==> config.mk <==
export PLATFORM = sky130hd
export DESIGN_NAME = ep6_packet_encoder
export DESIGN_NICKNAME = d
export VERILOG_FILES = /design/src/rtl/ep6_packet_encoder.sv
export SDC_FILE = /design/constraint.sdc
export NUM_CORES = 1
export LEC_CHECK = 0
export ABC_AREA = 1
export CAP_MARGIN = 20
export CORE_MARGIN = 2
export CORE_UTILIZATION = 45
export CTS_CLUSTER_SIZE = 12
export DETAILED_ROUTE_END_ITERATION = 6
export GPL_ROUTABILITY_DRIVEN = 1
export PLACE_DENSITY = 0.74
export SLEW_MARGIN = 20
export SYNTH_ARGS = -nofsm -noshare
export SYNTH_HDL_FRONTEND = slang
export SYNTH_SLANG_ARGS = --single-unit
==> constraint.sdc <==
create_clock -name clk -period 3.1 [get_ports clk]
set_input_delay 0.62 -clock clk [delete_from_list [all_inputs] [get_ports clk]]
set_output_delay 0.62 -clock clk [all_outputs]
set_load 0.1 [all_outputs]
==> src/rtl/ep6_packet_encoder.sv <==
// ep6_packet_encoder: round-robin scanner that packs EP6 read-port FIFO bytes into framed packets.
//   clk, reset              : rising-edge clock, synchronous active-high reset
//   fifo_in_addrs           : per-port FIFO write pointers, ADDR_W bits each
//   fifo_out_addrs          : per-port FIFO read pointers, same packing
//   fifo_read_datas         : per-port FIFO read data, valid one cycle after fifo_read
//   fifo_read               : one-hot read strobe, one byte per asserted cycle
//   ep6_data/valid/ready/last : outgoing byte stream {port, len_hi, len_lo, data..., [checksum]}
//   sent_byte_counts        : per-port 32-bit count of data bytes transferred
// Define EP6_PACKET_CHECKSUM_EN to append an XOR checksum byte after the data.
module ep6_packet_encoder #(
    parameter int NUM_PORTS = 4,
    parameter int ADDR_W    = 11,
    parameter int MAX_BURST = 256
) (
    input  logic                      clk,
    input  logic                      reset,
    input  logic [NUM_PORTS*ADDR_W-1:0] fifo_in_addrs,
    input  logic [NUM_PORTS*ADDR_W-1:0] fifo_out_addrs,
    input  logic [NUM_PORTS*8-1:0]    fifo_read_datas,
    output logic [NUM_PORTS-1:0]      fifo_read,
    output logic [7:0]                ep6_data,
    output logic                      ep6_valid,
    input  logic                      ep6_ready,
    output logic                      ep6_last,
    output logic [NUM_PORTS*32-1:0]   sent_byte_counts
);
    localparam int PW = (NUM_PORTS > 1) ? $clog2(NUM_PORTS) : 1;
    localparam logic [ADDR_W-1:0] MAX_LEN = ADDR_W'(MAX_BURST);

    typedef enum logic [2:0] {
        SCAN, HDR_PORT, HDR_LEN_HI, HDR_LEN_LO, DATA
`ifdef EP6_PACKET_CHECKSUM_EN
        , CHK
`endif
    } state_t;

    state_t state, state_next;
    logic [PW-1:0] scan_port, port;
    logic [ADDR_W-1:0] delta;
    logic [15:0] scan_len, len, rd_num, tx_num;
    logic [7:0] din, buf0, buf1;
    logic [1:0] occ;
    logic pend, rd_en, latch, last_data, data_xfer, push, pop;
`ifdef EP6_PACKET_CHECKSUM_EN
    logic [7:0] chk;
`endif

    assign delta    = fifo_in_addrs[scan_port*ADDR_W +: ADDR_W] - fifo_out_addrs[scan_port*ADDR_W +: ADDR_W];
    assign scan_len = (delta > MAX_LEN) ? 16'(MAX_LEN) : 16'(delta);
    assign din      = fifo_read_datas[port*8 +: 8];
    assign data_xfer = ep6_valid && ep6_ready && (state == DATA);
    // A byte arriving while the skid buffer is empty and the sink takes it bypasses the buffer.
    assign pop      = data_xfer && (occ != 2'd0);
    assign push     = pend && !(data_xfer && (occ == 2'd0));

    always_ff @(posedge clk) begin
        if (reset) state <= SCAN;
        else state <= state_next;
    end

    always_comb begin
        state_next = state;
        latch      = 1'b0;
        ep6_valid  = 1'b0;
        ep6_data   = 8'h00;
        ep6_last   = 1'b0;
        last_data  = (tx_num == len - 16'd1);
        rd_en      = (state == HDR_LEN_LO || state == DATA) && (rd_num < len) &&
                     (({1'b0, occ} + {2'b00, pend}) < 3'd2);
        case (state)
            SCAN: begin
                latch      = (delta != '0);
                state_next = latch ? HDR_PORT : SCAN;
            end
            HDR_PORT: begin
                ep6_valid  = 1'b1;
                ep6_data   = 8'(port);
                state_next = ep6_ready ? HDR_LEN_HI : HDR_PORT;
            end
            HDR_LEN_HI: begin
                ep6_valid  = 1'b1;
                ep6_data   = len[15:8];
                state_next = ep6_ready ? HDR_LEN_LO : HDR_LEN_HI;
            end
            HDR_LEN_LO: begin
                ep6_valid  = 1'b1;
                ep6_data   = len[7:0];
                state_next = ep6_ready ? DATA : HDR_LEN_LO;
            end
            DATA: begin
                ep6_valid = (occ != 2'd0) || pend;
                ep6_data  = (occ != 2'd0) ? buf0 : din;
`ifdef EP6_PACKET_CHECKSUM_EN
                if (ep6_valid && ep6_ready && last_data) state_next = CHK;
`else
                ep6_last  = last_data;
                if (ep6_valid && ep6_ready && last_data) state_next = SCAN;
`endif
            end
`ifdef EP6_PACKET_CHECKSUM_EN
            CHK: begin
                ep6_valid  = 1'b1;
                ep6_data   = chk;
                ep6_last   = 1'b1;
                state_next = ep6_ready ? SCAN : CHK;
            end
`endif
            default: state_next = SCAN;
        endcase
        if (reset) begin
            ep6_valid = 1'b0;
            ep6_data  = 8'h00;
            ep6_last  = 1'b0;
            rd_en     = 1'b0;
            latch     = 1'b0;
        end
        fifo_read = rd_en ? (NUM_PORTS'(1) << port) : '0;
    end

    always_ff @(posedge clk) begin
        if (reset) begin
            scan_port        <= '0;
            port             <= '0;
            len              <= '0;
            rd_num           <= '0;
            tx_num           <= '0;
            occ              <= '0;
            pend             <= 1'b0;
            buf0             <= '0;
            buf1             <= '0;
            sent_byte_counts <= '0;
        end else begin
            pend <= rd_en;
            if (state == SCAN) scan_port <= (scan_port == PW'(NUM_PORTS - 1)) ? '0 : scan_port + 1'b1;
            if (latch) begin
                port   <= scan_port;
                len    <= scan_len;
                rd_num <= '0;
                tx_num <= '0;
            end
            if (rd_en) rd_num <= rd_num + 16'd1;
            if (data_xfer) begin
                tx_num <= tx_num + 16'd1;
                sent_byte_counts[port*32 +: 32] <= sent_byte_counts[port*32 +: 32] + 32'd1;
            end
            occ <= occ + {1'b0, push} - {1'b0, pop};
            if (pop) begin
                buf0 <= occ[1] ? buf1 : din;
                if (push) buf1 <= din;
            end else if (push) begin
                if (occ == 2'd0) buf0 <= din;
                else buf1 <= din;
            end
        end
    end

`ifdef EP6_PACKET_CHECKSUM_EN
    always_ff @(posedge clk) begin
        if (reset || latch) chk <= '0;
        else if (data_xfer) chk <= chk ^ ep6_data;
    end
`endif
endmodule
Word-level counts from Yosys, hierarchy flattened
Index checks and enable logic that the tools add are counted.
- input port bits: 123
- flip-flop bits (word level): 202
- word-level logic and storage cells: 94
- muxes and demuxes: 31
- reduce and logical (&&, ||, !) cells: 23
- $lt $le $gt $ge: 3
- equality and inequality tests: 8
- shifts and indexed selects: 7
- multiply operators: 1
- add/sub/neg operators: 10
- operators by type and width (kind ; number):
    $bwmux 128 ; 1
    $shift 32x34->128 const A ; 1
    $shiftx 128x8->32 ; 1
    $shiftx 32x34->128 ; 1
    $shiftx 44x7->11 ; 2
    $mux 8 ; 10
    $mux 16 ; 3
    $neg 7->34 ; 1
    $add 16x1->16 const B ; 2
    $add 32x1->32 const B ; 1
    $pmux 8 s4 ; 1
    $shiftx 32x6->8 ; 1
    $eq 16x16->1 ; 1
    $lt 16x16->1 ; 1
    $sub 16x1->16 const B ; 1
    $pmux 3 s5 ; 1
    $gt 11x9->1 const B ; 1
    $mux 11 ; 1
    $reduce_bool 11->1 ; 1
    $sub 11x11->11 ; 1
    $reduce_bool 2->1 ; 5
    $logic_and 1x1->1 ; 9
    $mux 1 ; 8
    $eq 3x2->1 const B ; 2
    other kinds (22) ; 26

Logic depth before layout (Yosys ltp)
- depth after elaboration: 11
- gate-level depth with buffers: 23

Worst setup path after synthesis
Ideal clock, no wire load.
- path kind: register to output
- start: register port[0]
- end: output fifo_read[0]
- stages on the path, launching flop included: 13
- arrival: 3664 ps
- setup slack: -1184 ps
- path buffers: 8
- cells stage by stage: dfxtp_1 buf_6 inv_4 buf_6 buf_6 buf_2 buf_2 buf_1 ha_1 clkbuf_1 clkinv_1 clkbuf_1 nor2_1
- longest elaborated chain between the ends: 2
- ends and longest elaborated chain (element ; RTL line ; text):
    start, declared ; 38 ; logic [PW-1:0] scan_port, port;
    start signal, assigned ; 136 ; port <= scan_port;
    $shl 1x2->4 ; 117 ; fifo_read = rd_en ? (NUM_PORTS'(1) << port) : '0;
    $mux 4 ; 117 ;
    end, declared ; 20 ; output logic [NUM_PORTS-1:0] fifo_read,
Every way passes these cells.

Worst setup path after layout
- start: register len[0]
- end: output ep6_last
- longest elaborated chain between the ends: 4
- ends and longest elaborated chain (element ; RTL line ; text):
    start, declared ; 40 ; logic [15:0] scan_len, len, rd_num, tx_num;
    start signal, assigned ; 137 ; len <= scan_len;
    $sub 16x1->16 ; 67 ; last_data = (tx_num == len - 16'd1);
    $eq 16x16->1 ; 67 ;
    $mux 1 ; 70 ; case (state)
    $mux 1 ; 110 ; if (reset) begin
    end, declared ; 24 ; output logic ep6_last,
Every way passes these cells.

==> flow_metrics.env <==
export IMPL_violations="design-rule violations"
export IMPL_first_global_vias=14160
export IMPL_dieWidth_microns=174
export IMPL_yosysWarnings=0
export IMPL_ios=265
export IMPL_post_dp_cell_area_sq_um=16100
export IMPL_cts_buffers=17
export IMPL_final_common_cell="nand2_1"
export IMPL_start_util=0.456
export IMPL_outcome="finished, violations left"
export IMPL_fin_crit_sh=0.974
export IMPL_p_total_mw=7.80
export IMPL_synth_area_per_cell_sq_um=6.05
export IMPL_critPathSlowestCell="dfxtp_1"
export IMPL_htreeDepth=4
export IMPL_grt_pass1_wl_mm=71.5
export IMPL_drc=4
export IMPL_grt_total_usage=0.288
export IMPL_cap_violations=0
export IMPL_yosysSeqAreaShare=0.302
export IMPL_finalHoldWorstSlack_ns=0.464
export IMPL_yosys_most_used_dff="dfxtp_1"
export IMPL_synth_cell_types=45
export IMPL_num_antenna_cells=0
export IMPL_final_area_sq_um=17100
export IMPL_crit_fanout=5
export IMPL_root_buffer="clkbuf_16"
export IMPL_cts_tree="done"
export IMPL_final_util=0.599
export IMPL_pre_cts_ws_ns=-0.489
export IMPL_drt_antenna_violating_nets=0
export IMPL_end_kind="output port"
export IMPL_startpoint_type="flip-flop"
export IMPL_path_clk_slew_ns=0.08
export IMPL_report_final_slew_viol_count=0
export IMPL_cp_required_ns=2.48
export IMPL_crit_type="flip-flop to output port"
export IMPL_antenna_found_initial=0
export IMPL_leakage_nw=7.11
export IMPL_synthArstFlopShare=0
export IMPL_fin_nets=2562
export IMPL_grt_overflow=0
export IMPL_crit_buf_inv=2
export IMPL_ys_seq_elements=197
export IMPL_max_clock_path_buffers=2
export IMPL_port_buffers=264
export IMPL_netlist_area_sq_um=13000
export IMPL_finalSetupViolations=0
export IMPL_die_area_sq_um=30400
export IMPL_tns_ns=0
export IMPL_grt_max_degree=101
export IMPL_drive_gt1_frac=0.156
export IMPL_wirelength_mm=45.3
export IMPL_avgRoutedWirePerCell_microns=16.2
export IMPL_syn_num_nets=2313
export IMPL_final_cell_mix="767 x nand2_1, 207 x nand3_1, 202 x a21oi_1"
export IMPL_ir_worst_vdd_v=0.000363
export IMPL_syn2layout_area_growth_pct=31.4
export IMPL_drt_pass1_iter_count=7
export IMPL_postLayoutSetupSlackWorst_ns=0.0793
export IMPL_relSlewSlack=0.253
export IMPL_critPathMaxStageDelay_ns=0.33
export IMPL_core_sq_um=28600
export IMPL_vias=15154
export IMPL_hpwl_mm=32.2
export IMPL_p_per_area_nw_per_um2=455
export IMPL_path_delay_family="simple AND/OR/NAND/NOR gates"
export IMPL_period_minus_slack_ns=3.02
export IMPL_filler_cell_count=2690
export IMPL_syn_inst=2155
export IMPL_dp_cells=2761
export IMPL_multi_input_area_sq_um=8240
export IMPL_hold_viol=0
export IMPL_first_iter_violations=1436
export IMPL_synth_edf_count=0
export IMPL_fin_skew_ns=0.0141
export IMPL_die_y_microns=174
export IMPL_clk_latency_ns=0.45
export IMPL_rows=62
export IMPL_seq_area_sq_um=3960
export IMPL_worst_pin_slew_ns=1.12
export IMPL_gp_congestion=1.00
export IMPL_crit_chain="inv_2 > ha_4 > nand3_1 > nor2_2 > nand3_2 > o21ai_1 > nand2_1 > nor2_2 > nand3_1 > nor3_4 > buf_12"
export IMPL_critPathArrivalTime_ns=2.40
export IMPL_fmax_mhz=331
export IMPL_fin_cells=2801
export IMPL_clkSinkCount=197
export IMPL_hp_class="flip-flop to flip-flop"
export IMPL_vias_per_cell=5.41
export IMPL_rsz0062_at_grt="true"
## worst paths after layout
check,start,end,slack [ns],cells after the start
hold / removal,rd_num[13]$_SDFFE_PP0P_,rd_num[13]$_SDFFE_PP0P_,0.46,2
setup reg to reg,scan_port[0]$_SDFFE_PP0N_,rd_num[1]$_SDFFE_PP0P_,0.16,21
setup / recovery,len[0]$_SDFFE_PP0P_,ep6_last,0.08,11
hold reg to reg,rd_num[13]$_SDFFE_PP0P_,rd_num[13]$_SDFFE_PP0P_,0.46,2
## layer usage
metal / up-vias / routed length [microns] / global-route usage / share of wire
met2: 621 / 21700 / 0.496 / 0.48
met4: 0 / 1800 / 0.120 / 0.040
met5: - / 0 / 0 / 0
li1: 7521 / - / - / -
met1: 6906 / 18500 / 0.350 / 0.41
met3: 106 / 3330 / 0.0556 / 0.073
## state kept, by name (all words and copies together), names as in the netlist
| name | flops |
|---|---|
| rd_num | 16 |
| buf0 | 8 |
| sent_byte_counts | 128 |
| port | 2 |
| pend | 1 |
| state | 3 |
| scan_port | 2 |
| buf1 | 8 |
| len | 11 |
| occ | 2 |
| tx_num | 16 |
## kinds of logic after synthesis
group,share of synthesized area
buffers and inverters,0.0897
and+or+nand+nor,0.409
adders and majority gates,0.0342
xor gates and xnor gates,0.0188
DFF,0.302
AOI/OAI and AO/OA,0.146
## tightest hold or removal path, stage by stage, from the launching register on
cell and delay [ns]:
dfxtp_1 0.32, nand3_1 0.07, inv_1 0.03
## where the power goes
part	switching [mW]	internal, mW
clock network	1.11	1.07
logic	1.69	1.30
registers	0.0609	2.57
total	2.87	4.94
## layout make-up
class	count	area share
clock buffers	18	0.0250
clock inverters	14	0.00803
inverters	158	0.0350
multi-input cells	1684	0.481
flip-flops and latches	197	0.231
well taps	384	0.0280
repair buffers	346	0.192
## synthesized netlist by cell type, drive strengths merged, types with 12 or more instances
cell    count  area [sq um]
clkbuf     54           203
inv       154           581
nand3     212          1070
nand2     782          2960
ha         34           425
a32o       17           170
nand4      38           238
xor2       21           184
dfxtp     197          3940
nor3       17           101
nor2      205           842
a21oi     209          1050
o21ai      93           465
buf        62           372
o22ai      12          75.1
## timing repair
action                                  in CTS  in global routing
gates resized for setup                     13                 67
endpoints found under the hold margin        0                  0
pin swaps                                    1                  7
gates cloned                                 0                  5
buffers inserted                             0                  3
hold buffers                                 0                  0
endpoints found under the setup margin      14                 57
Note: power is estimated with default switching activity, not from simulation.
